[src/rtl/regfile_dump_reader.sv]
// Register file dump reader: walks an index range on read port 1
// and streams each captured word out on a valid/ready interface.
module regfile_dump_reader #(
  parameter int AW = 5,
  parameter int DW = 32
) (
  input  logic          clk,
  input  logic          rst,
  input  logic          start,
  input  logic [AW-1:0] first_idx,
  input  logic [AW-1:0] last_idx,
  output logic [AW-1:0] rf_addr,
  input  logic [DW-1:0] rf_rd,
  output logic          m_valid,
  input  logic          m_ready,
  output logic [DW-1:0] m_data,
  output logic [AW-1:0] m_index,
  output logic          m_last,
  output logic          busy,
  output logic          done
);

  typedef enum logic [1:0] {
    IDLE,
    READ,
    CAPTURE,
    SEND
  } state_t;

  state_t        state_q, state_d;
  logic [AW-1:0] idx_q, idx_d;
  logic [AW-1:0] end_idx_q, end_idx_d;
  logic [AW-1:0] rf_addr_q, rf_addr_d;
  logic [DW-1:0] m_data_q, m_data_d;
  logic [AW-1:0] m_index_q, m_index_d;
  logic          m_valid_q, m_valid_d;
  logic          m_last_q, m_last_d;
  logic          busy_q, busy_d;
  logic          done_q, done_d;

  // Next-state logic: walk the range, one READ/CAPTURE/SEND per word.
  always_comb begin
    state_d   = state_q;
    idx_d     = idx_q;
    end_idx_d = end_idx_q;
    rf_addr_d = rf_addr_q;
    m_data_d  = m_data_q;
    m_index_d = m_index_q;
    m_valid_d = m_valid_q;
    m_last_d  = m_last_q;
    busy_d    = busy_q;
    done_d    = 1'b0;
    unique case (state_q)
      IDLE: begin
        if (start) begin
          if (first_idx <= last_idx) begin
            idx_d     = first_idx;
            end_idx_d = last_idx;
            rf_addr_d = first_idx;
            busy_d    = 1'b1;
            state_d   = READ;
          end else begin
            done_d = 1'b1;
          end
        end
      end
      READ: begin
        state_d = CAPTURE;
      end
      CAPTURE: begin
        m_data_d  = rf_rd;
        m_index_d = idx_q;
        m_last_d  = (idx_q == end_idx_q);
        m_valid_d = 1'b1;
        state_d   = SEND;
      end
      SEND: begin
        if (m_ready) begin
          m_valid_d = 1'b0;
          if (m_last_q) begin
            m_last_d = 1'b0;
            busy_d   = 1'b0;
            done_d   = 1'b1;
            state_d  = IDLE;
          end else begin
            idx_d     = idx_q + 1'b1;
            rf_addr_d = idx_q + 1'b1;
            state_d   = READ;
          end
        end
      end
      default: begin
        state_d = IDLE;
      end
    endcase
  end

  // State and output registers, cleared asynchronously by rst.
  always_ff @(posedge clk or posedge rst) begin
    if (rst) begin
      state_q   <= IDLE;
      idx_q     <= '0;
      end_idx_q <= '0;
      rf_addr_q <= '0;
      m_data_q  <= '0;
      m_index_q <= '0;
      m_valid_q <= 1'b0;
      m_last_q  <= 1'b0;
      busy_q    <= 1'b0;
      done_q    <= 1'b0;
    end else begin
      state_q   <= state_d;
      idx_q     <= idx_d;
      end_idx_q <= end_idx_d;
      rf_addr_q <= rf_addr_d;
      m_data_q  <= m_data_d;
      m_index_q <= m_index_d;
      m_valid_q <= m_valid_d;
      m_last_q  <= m_last_d;
      busy_q    <= busy_d;
      done_q    <= done_d;
    end
  end

  assign rf_addr = rf_addr_q;
  assign m_valid = m_valid_q;
  assign m_data  = m_data_q;
  assign m_index = m_index_q;
  assign m_last  = m_last_q;
  assign busy    = busy_q;
  assign done    = done_q;

endmodule

[config.mk]
export PLATFORM = sky130hd
export DESIGN_NAME = regfile_dump_reader
export DESIGN_NICKNAME = d
export VERILOG_FILES = /design/src/rtl/regfile_dump_reader.sv
export SDC_FILE = /design/constraint.sdc
export NUM_CORES = 1
export LEC_CHECK = 0
export BUFFER_PORTS_ARGS = -buffer_cell sky130_fd_sc_hd__buf_4
export CAP_MARGIN = 25
export CORE_MARGIN = 1
export CORE_UTILIZATION = 52
export CTS_BUF_LIST = sky130_fd_sc_hd__clkbuf_8
export DETAILED_ROUTE_END_ITERATION = 6
export GPL_ROUTABILITY_DRIVEN = 0
export PLACE_DENSITY_LB_ADDON = 0.1
export SLEW_MARGIN = 40
export SYNTH_ARGS = -nofsm -noshare
export SYNTH_HDL_FRONTEND = slang
export SYNTH_SLANG_ARGS = --single-unit
[constraint.sdc]
create_clock -name clk -period 3 [get_ports clk]
set_input_delay 0 -clock clk [delete_from_list [all_inputs] [get_ports clk]]
set_output_delay 0 -clock clk [all_outputs]
set_load 0.005 [all_outputs]
== Word-level counts from Yosys, hierarchy flattened ==
Cells that the tools add are included.

* Register bits after elaboration: 53
* Word-level logic and storage cells: 51
* Bits of input ports: 46
* Output and inout bits: 46

* Mux-type cells: 23
* Reductions and logical operators: 8
* Magnitude comparators: 1
* Equal/unequal tests: 9
* Add/subtract/negate cells: 1

{| class="wikitable"
|+ Operators with widths
! cell !! count
|-
| 5-bit 2-to-1 mux || 4
|-
| 1-bit 2-to-1 mux || 10
|-
| 2-bit inequality test, second input constant || 5
|-
| 5-bit case mux with 2 select lines || 1
|-
| 5-bit AND reduction || 2
|-
| 1-bit case mux with 2 select lines || 4
|-
| 2-bit case mux with 4 select lines || 1
|-
| 2-bit 2-to-1 mux || 3
|-
| 3-bit AND reduction || 2
|-
| 5-bit by 1-bit adder with 5-bit output, second input constant || 1
|-
| 5-bit == test || 1
|-
| 5-bit less-or-equal comparator || 1
|-
| 2-bit == test, second input constant || 2
|-
| 2-bit nonzero test || 2
|-
| 2-bit by 1-bit == test with 1-bit output, second input constant || 1
|-
| 2-bit logical NOT || 1
|-
| 2-bit AND reduction || 1
|}

== Logic depth before layout (Yosys ltp) ==
Gate-level depths: netlist (run 1).

* Depth in word-level cells: 4
* Mapped depth: 8
* Mapped depth without buffers: 7

== Least setup slack after synthesis (run 1) ==
Ideal clock, no wire load.

* Kind: register -> register
* Start point: register state_q[0]
* End point: register rf_addr_q[0] (netlist: rf_addr[0])
* Buffers on the path: 0
* Stages on the path, launching flop included: 7
* Library setup time: 125 ps
* Path slack: 1315 ps
* Arrival time: 1560 ps
* Cell sequence: dfrtp_1 -> inv_1 -> ha_1 -> o21ai_0 -> a31oi_2 -> nand2b_2 -> mux2_2

* Cells in the longest elaborated chain, start to end: 3
* Elaborated cells between the ends (all ways): 9
* Classes of those cells: 5 x eq/ne; 1 x mux; 3 x reduce/logical

{| class="wikitable"
|+ Ends and longest elaborated chain
! element !! RTL line !! source
|-
| start, declared || 30 || <nowiki>state_t state_q, state_d;</nowiki>
|-
| start signal, assigned || 112 || <nowiki>state_q <= state_d;</nowiki>
|-
| 2-bit == test or 2-bit logical NOT (tied branches) || 53 || <nowiki>unique case (state_q)</nowiki>
|-
| 2-bit inequality test (no source line) or 2-bit nonzero test (tied branches) || n/a ||
|-
| 5-bit AND reduction (no source line) || n/a ||
|-
| end signal, assigned || 115 || <nowiki>rf_addr_q <= rf_addr_d;</nowiki>
|-
| end, declared || 33 || <nowiki>logic [AW-1:0] rf_addr_q, rf_addr_d;</nowiki>
|}

Parallel ways exist; a longest one is shown, timed or not.
A chain may end at the register's enable or synchronous reset.

== Worst setup path in the final report (run 1) ==
* Start point: input port last_idx[2]
* End point: register rf_addr_q[0] (netlist: rf_addr[0])

* Cells in the longest elaborated chain, start to end: 3

{| class="wikitable"
|+ Ends and longest elaborated chain
! element !! RTL line !! source
|-
| start, declared || 11 || <nowiki>input logic [AW-1:0] last_idx,</nowiki>
|-
| 5-bit less-or-equal comparator || 56 || <nowiki>if (first_idx <= last_idx) begin</nowiki>
|-
| 2-bit inequality test (no source line) || n/a ||
|-
| 5-bit AND reduction (no source line) || n/a ||
|}

Every way passes these cells.

==> results of run 1 <==
-- power breakdown --
| group | switching (W) | leakage (nW) | internal, W |
|---|---|---|---|
| clock | 0.000243 | 0.0687 | 0.000336 |
| combinational | 0.000652 | 1.05 | 0.00103 |
| sequential | 0.000271 | 0.619 | 0.00108 |
-- flip-flops by register name, indices dropped and copies added, names as in the netlist --
name	count
m_index	5
m_last	1
m_data	32
rf_addr	5
state_q	2
end_idx_q	5
done	1
m_valid	1
busy	1
-- layout by cell type, fill, tap and decap left out --
master,n
sky130_fd_sc_hd__a2bb2oi_2,1
sky130_fd_sc_hd__inv_6,1
sky130_fd_sc_hd__nand3_1,9
sky130_fd_sc_hd__buf_4,93
sky130_fd_sc_hd__mux2_4,1
sky130_fd_sc_hd__o22a_2,1
sky130_fd_sc_hd__xnor2_1,3
sky130_fd_sc_hd__ha_1,9
sky130_fd_sc_hd__inv_1,10
sky130_fd_sc_hd__nand2_1,9
sky130_fd_sc_hd__a31oi_2,1
sky130_fd_sc_hd__nor2_4,1
sky130_fd_sc_hd__nor4_1,1
sky130_fd_sc_hd__o21ai_0,5
sky130_fd_sc_hd__nor3b_1,2
sky130_fd_sc_hd__ha_2,1
sky130_fd_sc_hd__nand4b_1,1
sky130_fd_sc_hd__o31ai_1,2
sky130_fd_sc_hd__inv_4,1
sky130_fd_sc_hd__nand2b_1,1
sky130_fd_sc_hd__nand2b_2,1
sky130_fd_sc_hd__dfrtp_1,53
sky130_fd_sc_hd__xor2_1,2
sky130_fd_sc_hd__o22ai_1,2
sky130_fd_sc_hd__mux2_2,45
sky130_fd_sc_hd__dlygate4sd3_1,39
sky130_fd_sc_hd__bufinv_16,2
sky130_fd_sc_hd__clkbuf_8,5
sky130_fd_sc_hd__nand3b_1,4
sky130_fd_sc_hd__a21oi_1,5
sky130_fd_sc_hd__a211o_1,4
sky130_fd_sc_hd__nor2_1,9
sky130_fd_sc_hd__and2b_2,1
-- metrics by stage --
step / setup slack [ps] / total power [W] / util, %
floorplan: 1310 / 0.00226 / -
global placement: 1040 / 0.00292 / 71.6
detailed placement: 969 / 0.00297 / 71.6
CTS: 919 / 0.00358 / 83.5
global route: 813 / 0.00383 / 83.5
finish: 901 / 0.00361 / 83.5
-- cell type report --
class                           instances  area, sq um
Fill cell                             260          732
Inverter                               11         43.8
Multi-Input combinational cell        121         1050
Sequential cell                        53         1330
Clock inverter                          3         68.8
Clock buffer                            5         68.8
Timing Repair Buffer                  132         1090
Tap cell                               52         65.1
-- cell families (layout without fill, tap and decap cells) --
kind of cell,after synthesis,after routing
adder cells (fa/ha/maj),10,10
AO/OA/AOI/OAI,21,21
multiplexers,46,46
AND/OR/NAND/NOR,39,39
flip-flops,53,53
buffers and inverters,18,151
XOR/XNOR,5,5
-- worst max path at each step --
stage / slack [ps] / from / endpoint / depth (start not counted)
2_1_floorplan: 1310 / state_q[0]$_DFFE_PP0P_ / rf_addr[0]$_DFFE_PP0P_ / 6
3_3_place_gp: 1040 / state_q[0]$_DFFE_PP0P_ / rf_addr[0]$_DFFE_PP0P_ / 6
3_5_place_dp: 970 / state_q[0]$_DFFE_PP0P_ / rf_addr[0]$_DFFE_PP0P_ / 6
4_1_cts: 920 / last_idx[1] / rf_addr[0]$_DFFE_PP0P_ / 9
5_1_grt: 810 / state_q[0]$_DFFE_PP0P_ / rf_addr[0]$_DFFE_PP0P_ / 6
6_report: 900 / last_idx[2] / rf_addr[0]$_DFFE_PP0P_ / 9
-- worst max-delay path: cells and delay by family --
family / cells / cell delay [ps]
adder cells (fa/ha/maj): 1 / 280
AND/OR/NAND/NOR: 2 / 310
multiplexers: 1 / 350
buffers and inverters: 3 / 710
AO/OA/AOI/OAI: 2 / 640
-- metal layers --
| layer | track usage (%) | vias up |
|---|---|---|
| li1 | - | 933 |
| met1 | 28.9 | 958 |
| met2 | 46.4 | 66 |
| met3 | 5.84 | 10 |
| met4 | 8.00 | 0 |
| met5 | 0 | - |
-- repair_timing --
| item | 4_1_cts | 5_1_grt |
|---|---|---|
| setup endpoints to repair | 0 | 0 |
| endpoints found under the hold margin | 91 | 0 |
| hold buffers | 39 | 0 |
==> qor.yml, run 1 <==
placement:
  placedInstanceArea_sq_um: 3180
  numPlacedInstances: 330
  io_port_bufs: 91
  hpwl_detailed_microns: 3550
floorplanning:
  row_count: 24
  core_sq_um: 4440
  i_o_pins: 92
  die-height_microns: 70.7
  design.die.area_sq_um: 4990
  die_width_microns: 70.7
  initial_utilization_pct: 55.2
yosys:
  yosys.area.top_type: "sky130_fd_sc_hd__dfrtp_1"
  synth_compound_area_share_pct: 6.12
  sequential_to_total_area_share_from_yosys_stat_pct: 54.1
  synth.top_cell.area_share_pct: 54.1
  synth_most_common_cell: "sky130_fd_sc_hd__dfrtp_1"
  postSynthRegisterBits: 53
  yosys.area_share.adder_pct: 5.10
  post_synth_xor_area_fraction_pct: 1.79
  post_synth.cell_area_avg_sq_um: 12.8
  ys_types: 29
  yosys_most_used_dff: "sky130_fd_sc_hd__dfrtp_1"
  netlist_area_before_placement_sq_um: 2450
  synth_simple_gate_area_share_pct: 8.47
  synth_edf_count: 0
  syn_inst: 192
  synth_async_sr_flop_share_pct: 100
  yosys_warns: 0
  postSynthNetCount: 248
  synthMuxAreaShare_pct: 21.3
  post_synth_main_area_contributors: "sky130_fd_sc_hd__dfrtp_1 (54%), sky130_fd_sc_hd__mux2_2 (21%), sky130_fd_sc_hd__ha_1 (5.1%), sky130_fd_sc_hd__nand3_1 (1.8%), sky130_fd_sc_hd__inv_1 (1.7%)"
  synth_top_family_by_area: "multiplexers"
  post_synth_most_frequent_cells: "sky130_fd_sc_hd__dfrtp_1 (53), sky130_fd_sc_hd__mux2_2 (45), sky130_fd_sc_hd__inv_1 (11)"
final_layout:
  num-nets-final: 380
  antenna-diode-count: 0
  layoutNonFillerInstCount: 377
  design_area_sq_um: 3710
  drive_gt1_share_pct: 47.7
  syn2layout_area_growth_pct: 51.4
critical_path:
  critical_path.max_fanout: 8
  timing.reg2reg.worst_path_depth: 6
  critical-path-slowest-cell: "sky130_fd_sc_hd__dlygate4sd3_1"
  critPathRequiredTime_ps: 3200
  r2r_start: "state_q[0]$_DFFE_PP0P_"
  timing.critical_path.arrival_ps: 2290
  max_stage_delay_ps: 550
  timing_worst_setup_path_type: "primary input to flip-flop"
  regToRegSetupSlack_ps: 940
  crit_path_cell_trace: "dlygate4sd3_1 -> buf_4 -> inv_1 -> ha_1 -> nor2_1 -> a211o_1 -> a31oi_2 -> nand2b_2 -> mux2_2"
  reg2reg_to: "rf_addr[0]$_DFFE_PP0P_"
  end_kind: "flip-flop"
  timing.critical_path.from_type: "primary input"
cts:
  cts-root-buf: "sky130_fd_sc_hd__clkbuf_8"
  clk_pin_slew_worst_paths_ps: 90
  tritoncts_num_sinks: 53
  post_cts_resized: 0
  tritoncts: "built"
  tritoncts.num_buffers: 5
  h-tree-depth: 2
  postCtsSetupBuffers: 0
  clock_latency_ps: 310
  cts.path.max_buffers: 2
run:
  max_cap_viol_count: 0
drt:
  route.detailed.wl_per_inst_microns: 15.6
  drt_pre_antenna_iters: 6
  drtIter0Drc: 87
  route.vias.total: 1967
  drc: 10
  route.antenna.remaining_nets: 0
  met2_wirelength_microns: 3080
  top_signal_layer_used: "met4"
  vias_per_instance: 5.22
  wire_length_the_detailed_router_placed_on_met1_microns: 2360
  wl_microns: 5890
  route.met3.wl_microns: 357
hold_path:
  timing.hold.worst_endpoint: "done$_DFF_PP0_"
  worst_hold_startpoint: "start"
  worstHoldPathType: "primary input to flip-flop"
  min_delay_path_depth: 3
power:
  vdd.ir_drop.worst_mv: 0.837
  power_leakage_nw: 1.74
  power_density_nw_per_um2: 972
timing:
  final.min_clock_period_ps: 2100
  finalMaxSlewViolations: 0
  unrepaired_setup_endpoints_after_global_routing: "false"
  setup-violations-final: 0
  setup_total_negative_slack_ps: 0
  hold_viol: 0
  relSlewSlack_pct: 59.1
  final_min_period_over_clock_period_pct: 70.0
  achievable-frequency_mhz: 476
  worst_hold_slack_ps: 39.1
  skew_ps: 10.9
  tightest_slew_ps: 613
grt:
  first_global_vias: 2042
  grt_antenna_before_repair: 0
  grt.total_usage_pct: 25.1
  pin_count_of_the_biggest_net_entering_global_routing: 54
  grt_pass1_wl_microns: 9660
  gr-total-overflow: 0
status:
  run_status: "complete, but fails checks"
  failing_checks: "DRC"
No activity file was read; power rests on OpenSTA's default activity.
==> run 2: changes to the inputs <==
Settings changed: CORE_UTILIZATION 52 to 46.
Clock period 3 ns to 1.78 ns, I/O delays scaled along.
==> qor.yml, run 2 (same netlist as run 1, synthesis figures left out) <==
status:
  run_status: "completed"
cts:
  cts.path.max_buffers: 2  # unchanged
  h-tree-depth: 2  # unchanged
  cts-root-buf: "sky130_fd_sc_hd__clkbuf_8"
  tritoncts_num_sinks: 53  # unchanged
  clk_pin_slew_worst_paths_ps: 90  # about the same
  clock_latency_ps: 300  # about the same
  tritoncts: "built"
  tritoncts.num_buffers: 5  # unchanged
grt:
  first_global_vias: 2030  # -0.59%
  gr-total-overflow: 0  # unchanged
  grt_antenna_before_repair: 0  # unchanged
  grt.total_usage_pct: 21.6  # -3.5 points
  grt_pass1_wl_microns: 9140  # -5.4%
  pin_count_of_the_biggest_net_entering_global_routing: 39  # -28%
power:
  sequential_cell_fraction_of_total_power_pct: 37.7  # +0.4 points
  clockPowerShare_pct: 10.8  # -5.2 points
  switchingPower_w: 0.00195  # +68%
  power.internal_w: 0.00400  # +64%
  sw_share_pct: 32.8  # +0.56 points
  power_leakage_nw: 1.77  # +2.1%
  share_comb_of_total_power_pct: 51.6  # +5.0 points
  power_density_nw_per_um2: 1570  # +61%
  vdd.ir_drop.worst_mv: 1.09  # +30%
final_layout:
  design_area_sq_um: 3800  # +2.4%
  drive_gt1_share_pct: 49.1  # +1.4 points
  n_fill_cell: 379  # +46%
  most-common-layout-cells: "sky130_fd_sc_hd__buf_4 (98), sky130_fd_sc_hd__dfrtp_1 (53), sky130_fd_sc_hd__mux2_2 (45), sky130_fd_sc_hd__dlygate4sd3_1 (40), sky130_fd_sc_hd__inv_1 (11)"
  antenna-diode-count: 0  # unchanged
  mostFrequentLayoutCell: "sky130_fd_sc_hd__buf_4"
  num-nets-final: 389  # +2.4%
  largest_reg_flops: 32  # unchanged
  syn2layout_area_growth_pct: 55.0
timing:
  setup_total_negative_slack_ps: 0  # unchanged
  tightest_slew_ps: 490  # -123 ps
  achievable-frequency_mhz: 588
  final_min_period_over_clock_period_pct: 95.5
  finalMaxSlewViolations: 0  # unchanged
  hold_viol: 0  # unchanged
  unrepaired_setup_endpoints_after_global_routing: "false"
  skew_ps: 6.76  # -4.16 ps
  setup-violations-final: 0  # unchanged
  final.min_clock_period_ps: 1700
  relSlewSlack_pct: 67.3  # +8.2 points
floorplanning:
  die-height_microns: 75.0  # +6.1%
  design.die.area_sq_um: 5630  # +13%
  row_count: 26  # +8.3%
  initial_utilization_pct: 48.0  # -7.2 points
  die_width_microns: 75.0  # +6.1%
  i_o_pins: 92  # unchanged
  core_sq_um: 5110  # +15%
drt:
  drt_pre_antenna_iters: 4  # -2
  route.vias.total: 2001  # +1.7%
  route.antenna.remaining_nets: 0  # unchanged
  route.detailed.wl_per_inst_microns: 14.2  # -8.9%
  drtIter0Drc: 89  # +2.3%
  vias_per_instance: 4.95  # -5.1%
  wl_microns: 5750  # -2.4%
  drc: 0  # -10
placement:
  hpwl_detailed_microns: 3870  # +9.3%
  placedInstanceArea_sq_um: 3290  # +3.3%
  io_port_bufs: 91  # unchanged
critical_path:
  critPathRequiredTime_ps: 1960  # -1240 ps
  timing.critical_path.arrival_ps: 1890  # -400 ps
  timing_worst_setup_path_type: "flip-flop to flip-flop"
  end_kind: "flip-flop"
  critical_path.max_fanout: 5  # -3
  timing.critical_path.from_type: "flip-flop"
run:
  max_cap_viol_count: 0  # unchanged
hold_path:
  worstHoldPathType: "primary input to flip-flop"
-- run 2: cell count changes in the layout (fill, tap and decap cells not counted), sizes merged --
cell and change:
buf +8, bufinv -2, clkinvlp +1, dlygate4sd3 +1
inv +1
-- run 2: worst max-delay path: stages, from the launching register on --
cell and delay (ps):
sky130_fd_sc_hd__dfrtp_1 430, sky130_fd_sc_hd__inv_1 120, sky130_fd_sc_hd__ha_4 150, sky130_fd_sc_hd__o21ai_0 90
sky130_fd_sc_hd__a31oi_2 250, sky130_fd_sc_hd__nand2b_4 210, sky130_fd_sc_hd__mux2_2 330
-- run 2: cell type report --
type	instances	area (sq um)	share of cell area [%]
clock buffer	5	68.8	1.81
clock inverter	3	15.0	0.395
sequential	53	1330	34.9
multi-input combinational	121	1070	28.3
inverter	11	41.3	1.09
timing repair buffer	141	1190	31.2
tap	70	87.6	2.30
-- run 2: layer usage --
metal	routed length, microns	GRT usage (%)
met5	0	0
met4	76	6.92
met3	255	6.43
met2	3040	37.2
met1	2380	25.9
-- run 2: power groups by stage --
stage	Sequential, W	Clock [W]	Combinational [W]
after global placement	0.00222	0	0.00289
after detailed placement	0.00226	0	0.00293
after global routing	0.00233	0.000711	0.00334
after CTS	0.00223	0.000667	0.00301
after floorplan	0.00224	0	0.00157
final	0.00224	0.000641	0.00307
-- run 2: path summary, 6_finish.rpt --
path / depth (start not counted) / from / slack (ps) / to
setup / recovery: 6 / state_q[0]$_DFFE_PP0P_ / 80 / rf_addr[0]$_DFFE_PP0P_
hold / removal: 3 / first_idx[1] / 90 / rf_addr[1]$_DFFE_PP0P_
setup reg to reg: 6 / state_q[0]$_DFFE_PP0P_ / 80 / rf_addr[0]$_DFFE_PP0P_
hold reg to reg: 1 / m_index[3]$_DFFE_PP0P_ / 510 / m_index[3]$_DFFE_PP0P_
max in group asynchronous: 4 / rst / 960 / end_idx_q[3]$_DFFE_PP0P_
min in group asynchronous: 3 / rst / 290 / m_data[26]$_DFFE_PP0P_
-- run 2: through the flow --
| step | hold slack [ps] | power, W | util, % | setup WS [ps] | std cells |
|---|---|---|---|---|---|
| after floorplan | 109 | 0.00381 | - | 94.9 | 192 |
| after global placement | 66.9 | 0.00511 | 64.4 | 89.4 | 356 |
| after detailed placement | 65.3 | 0.00518 | 64.4 | 69.3 | 356 |
| after CTS | 83.9 | 0.00591 | 73.9 | 29.4 | 404 |
| after global routing | 88.0 | 0.00638 | 74.4 | 0.577 | 404 |
| final | 91.6 | 0.00595 | 74.4 | 79.4 | 404 |
-- run 2: what timing repair did --
| action | CTS | global route |
|---|---|---|
| endpoints found under the setup margin | 0 | 6 |
| hold buffers | 40 | 0 |
| buffers inserted | 0 | 0 |
| gates resized for setup | 0 | 6 |
| hold endpoints to repair | 61 | 0 |
